==> src/rtl/pkt_framer.sv <==
// Frame assembler: packs a 40-byte payload MSB-first for the CRC-32 engine, latches the FCS,
// and presents payload plus CRC verdict downstream. Define PKT_FRAMER_STATS_EN for ok/bad/drop counters.
module pkt_framer #(
  parameter int PAYLOAD_BYTES  = 40,
  parameter int FCS_BYTES      = 4,
  parameter int TIMEOUT_CYCLES = 64
) (
  input  logic                       clk_i,
  input  logic                       rst_i,
  input  logic                       in_valid_i,
  input  logic [7:0]                 in_data_i,
  input  logic                       in_sof_i,
  output logic                       in_ready_o,
  output logic                       crc_valid_o,
  output logic [8*PAYLOAD_BYTES-1:0] crc_data_o,
  input  logic                       crc_done_i,
  input  logic [31:0]                crc_value_i,
`ifdef PKT_FRAMER_STATS_EN
  output logic [15:0]                stat_ok_o,
  output logic [15:0]                stat_bad_o,
  output logic [15:0]                stat_drop_o,
`endif
  output logic                       out_valid_o,
  input  logic                       out_ready_i,
  output logic [8*PAYLOAD_BYTES-1:0] out_payload_o,
  output logic                       out_crc_ok_o,
  output logic                       out_timeout_o
);

  localparam int PW = 8 * PAYLOAD_BYTES;
  localparam int FW = 8 * FCS_BYTES;
  localparam int CW = $clog2(PAYLOAD_BYTES);
  localparam int TW = $clog2(TIMEOUT_CYCLES);

  typedef enum logic [2:0] {
    S_IDLE, S_COLLECT, S_FCS, S_CRC_REQ, S_CRC_WAIT, S_OUTPUT
  } state_t;

  state_t         state_q;
  logic [CW-1:0]  cnt_q;
  logic [TW-1:0]  timer_q;
  logic [FW-1:0]  fcs_q;
  logic [PW-1:0]  payload_q;
  logic [PW-1:0]  out_payload_q;
  logic           in_ready_q;
  logic           crc_valid_q;
  logic           out_valid_q;
  logic           out_crc_ok_q;
  logic           out_timeout_q;
  logic           accept_d;

  assign accept_d = in_valid_i & in_ready_q;

`ifdef PKT_FRAMER_STATS_EN
  logic [15:0] stat_ok_q, stat_bad_q, stat_drop_q;

  function automatic logic [15:0] sat_inc(input logic [15:0] v);
    return (v == 16'hFFFF) ? v : v + 16'd1;
  endfunction
`endif

  // Payload shifts in MSB-first so byte 0 lands on top once all bytes are in;
  // FCS shifts in from the top so byte 0 ends up in the low byte.
  always_ff @(posedge clk_i or posedge rst_i) begin
    if (rst_i) begin
      state_q       <= S_IDLE;
      cnt_q         <= '0;
      timer_q       <= '0;
      fcs_q         <= '0;
      payload_q     <= '0;
      out_payload_q <= '0;
      in_ready_q    <= 1'b1;
      crc_valid_q   <= 1'b0;
      out_valid_q   <= 1'b0;
      out_crc_ok_q  <= 1'b0;
      out_timeout_q <= 1'b0;
`ifdef PKT_FRAMER_STATS_EN
      stat_ok_q     <= '0;
      stat_bad_q    <= '0;
      stat_drop_q   <= '0;
`endif
    end else begin
      crc_valid_q <= 1'b0;
      case (state_q)
        S_IDLE: begin
          if (accept_d && in_sof_i) begin
            payload_q <= {payload_q[PW-9:0], in_data_i};
            cnt_q     <= CW'(1);
            state_q   <= S_COLLECT;
          end
        end
        S_COLLECT, S_FCS: begin
          if (accept_d) begin
            if (in_sof_i) begin
              payload_q <= {payload_q[PW-9:0], in_data_i};
              cnt_q     <= CW'(1);
              state_q   <= S_COLLECT;
            end else if (state_q == S_COLLECT) begin
              payload_q <= {payload_q[PW-9:0], in_data_i};
              if (cnt_q == CW'(PAYLOAD_BYTES - 1)) begin
                cnt_q   <= '0;
                state_q <= S_FCS;
              end else begin
                cnt_q <= cnt_q + CW'(1);
              end
            end else begin
              fcs_q <= {in_data_i, fcs_q[FW-1:8]};
              if (cnt_q == CW'(FCS_BYTES - 1)) begin
                cnt_q       <= '0;
                in_ready_q  <= 1'b0;
                crc_valid_q <= 1'b1;
                state_q     <= S_CRC_REQ;
              end else begin
                cnt_q <= cnt_q + CW'(1);
              end
            end
          end
        end
        S_CRC_REQ: begin
          timer_q <= TW'(TIMEOUT_CYCLES - 1);
          state_q <= S_CRC_WAIT;
        end
        S_CRC_WAIT: begin
          if (crc_done_i) begin
            out_crc_ok_q  <= (crc_value_i == fcs_q);
            out_timeout_q <= 1'b0;
            out_payload_q <= payload_q;
            out_valid_q   <= 1'b1;
            state_q       <= S_OUTPUT;
          end else if (timer_q == '0) begin
            out_crc_ok_q  <= 1'b0;
            out_timeout_q <= 1'b1;
            out_payload_q <= payload_q;
            out_valid_q   <= 1'b1;
            state_q       <= S_OUTPUT;
          end else begin
            timer_q <= timer_q - TW'(1);
          end
        end
        S_OUTPUT: begin
          if (out_ready_i) begin
            out_valid_q <= 1'b0;
            in_ready_q  <= 1'b1;
            state_q     <= S_IDLE;
          end
        end
        default: state_q <= S_IDLE;
      endcase
`ifdef PKT_FRAMER_STATS_EN
      if (accept_d && ((state_q == S_IDLE && !in_sof_i) ||
                       ((state_q == S_COLLECT || state_q == S_FCS) && in_sof_i)))
        stat_drop_q <= sat_inc(stat_drop_q);
      if (state_q == S_OUTPUT && out_ready_i) begin
        if (out_crc_ok_q) stat_ok_q  <= sat_inc(stat_ok_q);
        else              stat_bad_q <= sat_inc(stat_bad_q);
      end
`endif
    end
  end

  assign in_ready_o    = in_ready_q;
  assign crc_valid_o   = crc_valid_q;
  assign crc_data_o    = payload_q;
  assign out_valid_o   = out_valid_q;
  assign out_payload_o = out_payload_q;
  assign out_crc_ok_o  = out_crc_ok_q;
  assign out_timeout_o = out_timeout_q;
`ifdef PKT_FRAMER_STATS_EN
  assign stat_ok_o     = stat_ok_q;
  assign stat_bad_o    = stat_bad_q;
  assign stat_drop_o   = stat_drop_q;
`endif

endmodule

==> config.mk <==
export PLATFORM = sky130hd
export DESIGN_NAME = pkt_framer
export DESIGN_NICKNAME = d
export VERILOG_FILES = /design/src/rtl/pkt_framer.sv
export SDC_FILE = /design/constraint.sdc
export NUM_CORES = 2
export LEC_CHECK = 0
export CAP_MARGIN = 20
export CORE_AREA = 2 2 268 270
export CTS_BUF_LIST = sky130_fd_sc_hd__clkbuf_4 sky130_fd_sc_hd__clkbuf_8
export DETAILED_ROUTE_END_ITERATION = 6
export DIE_AREA = 0 0 270 272
export DONT_BUFFER_PORTS = 1
export PLACE_DENSITY_LB_ADDON = 0.15
export SYNTH_ARGS = -nofsm -noshare
export SYNTH_HDL_FRONTEND = slang
export SYNTH_SLANG_ARGS = --single-unit
==> constraint.sdc <==
create_clock -name clk_i -period 69.1 [get_ports clk_i]
set_clock_uncertainty 0.1 [all_clocks]
set_input_delay 17.275 -clock clk_i [delete_from_list [all_inputs] [get_ports clk_i]]
set_output_delay 17.275 -clock clk_i [all_outputs]
set_load 0.02 [all_outputs]
## After elaboration in Yosys (flattened, before gate mapping)

Cells that the tools add are included.
Widths: inputs -> output; s select.

| storage, ports and cells | value |
|---|---|
| register bits | 692 |
| logic and storage cells | 98 |

| operators by class | value |
|---|---|
| bitwise operators | 3 |
| reduce and logical (&&, ||, !) cells | 17 |
| multiplexer cells | 45 |
| equal/unequal tests | 20 |
| $add $sub $neg | 2 |

Operator list:

| operator | count |
|---|---|
| $mux 320 | 6 |
| $pmux 320 s2 | 1 |
| $mux 6 | 8 |
| $eq 32x32->1 | 1 |
| $mux 3 | 9 |
| $pmux 6 s2 | 2 |
| $mux 1 | 16 |
| $ne 2x2->1 const B | 8 |
| $pmux 3 s5 | 1 |
| $reduce_and 6->1 | 2 |
| $reduce_bool 2->1 | 5 |
| $reduce_and 3->1 | 3 |
| $ne 4x4->1 const B | 2 |
| $reduce_and 4->1 | 2 |
| $add 6x1->6 const B | 1 |
| $eq 3x2->1 const B | 2 |
| $eq 3x3->1 const B | 2 |
| $eq 6x2->1 const B | 1 |
| $eq 6x6->1 const B | 1 |
| $logic_not 6->1 | 1 |
| $ne 3x3->1 const B | 2 |
| $sub 6x1->6 const B | 1 |
| $pmux 1 s2 | 2 |
| $eq 3x1->1 const B | 1 |
| 6 further kinds | 7 |

## Logic depth before layout (Yosys ltp)

| depth | value |
|---|---|
| depth after elaboration | 6 |
| depth in mapped cells | 8 |
| gate-level depth less buffers | 6 |

## Worst setup path before layout

OpenSTA, ideal clock, no wires.

| timing path | value |
|---|---|
| path type | input-to-reg |
| start point | input port in_valid_i |
| end point | register payload_q[0] (netlist: crc_data_o[0]) |
| data arrival time | 18.444 ns |
| setup time | 0.125 ns |
| cell stages on the path | 5 |
| slack | 50.431 ns |
| buffers on the path | 2 |
| data required time | 68.875 ns |
| cell sequence | nand3b_1 a21oi_1 clkbuf_1 buf_2 mux2_2 |

| on the way | value |
|---|---|
| longest elaborated chain between the ends | 4 |

Ends and longest elaborated chain:

| item | RTL line | source |
|---|---|---|
| from (decl) | 10 | `input logic in_valid_i,` |
| $and 1x1->1 * | 52 | `assign accept_d = in_valid_i & in_ready_q;` |
| $logic_and 1x1->1 | 86 | `if (accept_d && in_sof_i) begin` |
| $ne 2x2->1 (no line) | n/a |  |
| $reduce_and 4->1 (no line) * | n/a |  |
| to (signal assigned) | 87 | `payload_q <= {payload_q[PW-9:0], in_data_i};` |
| to (signal assigned) | 95 | `payload_q <= {payload_q[PW-9:0], in_data_i};` |
| to (signal assigned) | 99 | `payload_q <= {payload_q[PW-9:0], in_data_i};` |
| to (decl) | 43 | `logic [PW-1:0] payload_q;` |

Every way passes the cells marked *; elsewhere a longest branch is shown, timed or not.
A chain may end at the register's enable or synchronous reset.

## Worst setup path in the final report

| timing path | value |
|---|---|
| start point | input port in_valid_i |
| end point | register payload_q[233] (netlist: crc_data_o[233]) |

The elaborated chain is that of the path after synthesis.

==> out/qor.yml <==
yosysUniqueCellTypes: 52
synthFlopType: "dfrtp_1"
max-cap-violations: 0
pwr_density_cell_nw_per_um2: 36.5
setup_viol: 0
arrival_ps: 19810
antenna_found_initial: 3
fin_crit_sh: 0.280
cts_made_buffers: 116
max_freq_ghz: 0.0517
avgViaCountPerCell: 5.11
layout_setup_ws_ps: 49760
placed_area_um2: 28400
tightest_slew_ps: 1430
slew_headroom: 0.0474
hold_path_class: "reg2reg"
drc: 0
final_antenna_net_count: 0
multiInputGateArea_um2: 9710
fin_area_um2: 31000
die_x_um: 270
synth_seq_cells: 692
initial_core_util: 0.390
fill_cells: 6337
pre_cts_ws_ps: 49080
cp.required_ps: 69560
synth-warning-count: 0
avgRoutedWirePerCell_um: 26.5
grt-ovfl-total: 0
syn_to_final_growth_pct: 12.0
clk_latency_ps: 720
ff_latch_area_um2: 17300
leakage_nw: 15.9
status: "finished, final reports clean"
grt_usage: 0.192
worstSetupPathType: "in2reg"
numClockSinks: 692
num_vias: 13800
vdd_drop_max_v: 0.0000300
fin_cells: 2704
final_util: 0.437
io_buffers: 0
postSynthAreaPerCell_um2: 17.2
finalMaxSlewViolations: 0
pin_count: 691
fin_crit_ps: 19340
first_pass_iters: 4
die_area_um2: 73400
placed_cells: 2490
grt_pass1_wl_um: 106000
clockRootBuffer: "clkbuf_8"
cts_setup_buffers: 0
drtIter0Drc: 755
synth.cell_area_um2: 27600
cts_resized: 0
fin_setup_tns_ps: 0
dp_hpwl_um: 49300
synth_seq_area_share: 0.627
cp-start-kind: "input port"
finalHoldViolCount: 0
path_max_fanout: 80
cts.path.max_buffers: 3
cts_tree: "done"
clk_pin_slew_ps: 60
crit_path_end_kind: "register"
rsz0062_at_grt: "no"
drive_gt1_frac: 0.518
syn_nets: 1651
num_rows: 98
cts.hold.buffers_added: 0
cts_max_level: 3
grt_pass1_vias: 14900
grt_max_degree: 174
final_nets: 1707
synthArstFlopShare: 1.00
die_y_um: 272
synth_cells: 1602
synth_edf_count: 0
gp_congestion: 0.818
core-area_um2: 70800
drt-total-wl_um: 71800
## cell families after synthesis
logic type | Yosys count | synth area share
AOI/OAI and AO/OA | 46 | 0.0111
muxes | 673 | 0.314
adders and majority gates | 3 | 0.00136
buffers and inverters | 87 | 0.0224
and+or+nand+nor | 68 | 0.0141
xor gates and xnor gates | 33 | 0.0105
DFF | 692 | 0.627
## power breakdown
part	internal [W]	total [W]	switching (W)
logic	0.0000765	0.000135	0.0000588
registers	0.000455	0.000606	0.000151
clock network	0.000222	0.000388	0.000166
## Yosys cell counts (3+ instances only)
library cell / instances / area share
dfrtp_1: 691 / 0.63
mux2_2: 383 / 0.16
mux2_4: 289 / 0.16
buf_2: 36 / 0.0065
xnor2_1: 32 / 0.010
buf_6: 30 / 0.012
nand2_1: 18 / 0.0024
a21oi_1: 13 / 0.0024
inv_1: 10 / 0.0014
o21ai_0: 10 / 0.0018
clkbuf_1: 8 / 0.0011
nand4_1: 8 / 0.0018
nor3_1: 8 / 0.0014
nor2_1: 6 / 0.00082
nand3_1: 5 / 0.00091
nor2b_1: 4 / 0.00091
o2111ai_1: 4 / 0.0013
o211ai_1: 4 / 0.0011
a31oi_1: 3 / 0.00068
ha_1: 3 / 0.0014
## routing by layer
metal | up-vias | share of wire | global-route usage
met1 | 7310 | 0.39 | 0.227
met4 | 0 | 0.023 | 0.0598
met2 | 552 | 0.50 | 0.319
met3 | 109 | 0.096 | 0.0790
li1 | 5836 | - | -
met5 | - | 0 | 0
## cells in the final DEF, fill, tap and decap left out, types with 5 or more instances in the layout
master,count
nor3_1,8
diode_2,5
a21oi_1,12
inv_1,9
dfrtp_1,691
mux2_4,289
mux2_2,383
nand4_1,8
xnor2_1,32
o21ai_0,10
nand2_1,18
clkbuf_8,146
nor2_1,6
buf_4,12
clkbuf_4,38
nand3_1,5
clkinv_2,18
## critical path, stage by stage
cell and delay (ps):
nand3b_1 150, a21oi_4 200, buf_4 740, buf_4 900, mux2_2 430
## worst paths after layout
check	startpoint	endpoint	slack, ps	cells past startpoint
max reg2reg	state_q[0]$_DFFE_PP0P_	crc_data_o[233]$_DFFE_PP0P_	65540	5
max	in_valid_i	crc_data_o[233]$_DFFE_PP0P_	49760	5
min reg2reg	timer_q[0]$_DFFE_PP0P_	timer_q[0]$_DFFE_PP0P_	420	1
min in group asynchronous	rst_i	out_payload_o[164]$_DFFE_PP0P_	16500	1
min	timer_q[0]$_DFFE_PP0P_	timer_q[0]$_DFFE_PP0P_	420	1
max in group asynchronous	rst_i	crc_data_o[85]$_DFFE_PP0P_	50030	3
## layout make-up
class                      count  area share
antenna                        5    0.000404
tap                          950      0.0384
sequential                   692       0.560
clock buffer                 184      0.0741
inverter                      10     0.00146
timing repair buffer          15     0.00485
multi-input combinational    823       0.314
clock inverter                25     0.00760
## sequential cells by signal (all words and copies together) (netlist names)
signal and flops:
fcs_q 32, crc_valid_o 1, timer_q 6, cnt_q 6
out_payload_o 320, out_crc_ok_o 1, state_q 3, out_valid_o 1
out_timeout_o 1, in_ready_o 1, crc_data_o 320
## per-stage QoR
stage / hold WS [ps] / total power, W
CTS: 415 / 0.00115
global route: 454 / 0.00119
detailed placement: 406 / 0.000753
floorplan: 369 / 0.000679
global placement: 394 / 0.000750
finish: 416 / 0.00113
No activity file was read; power rests on OpenSTA's default activity.
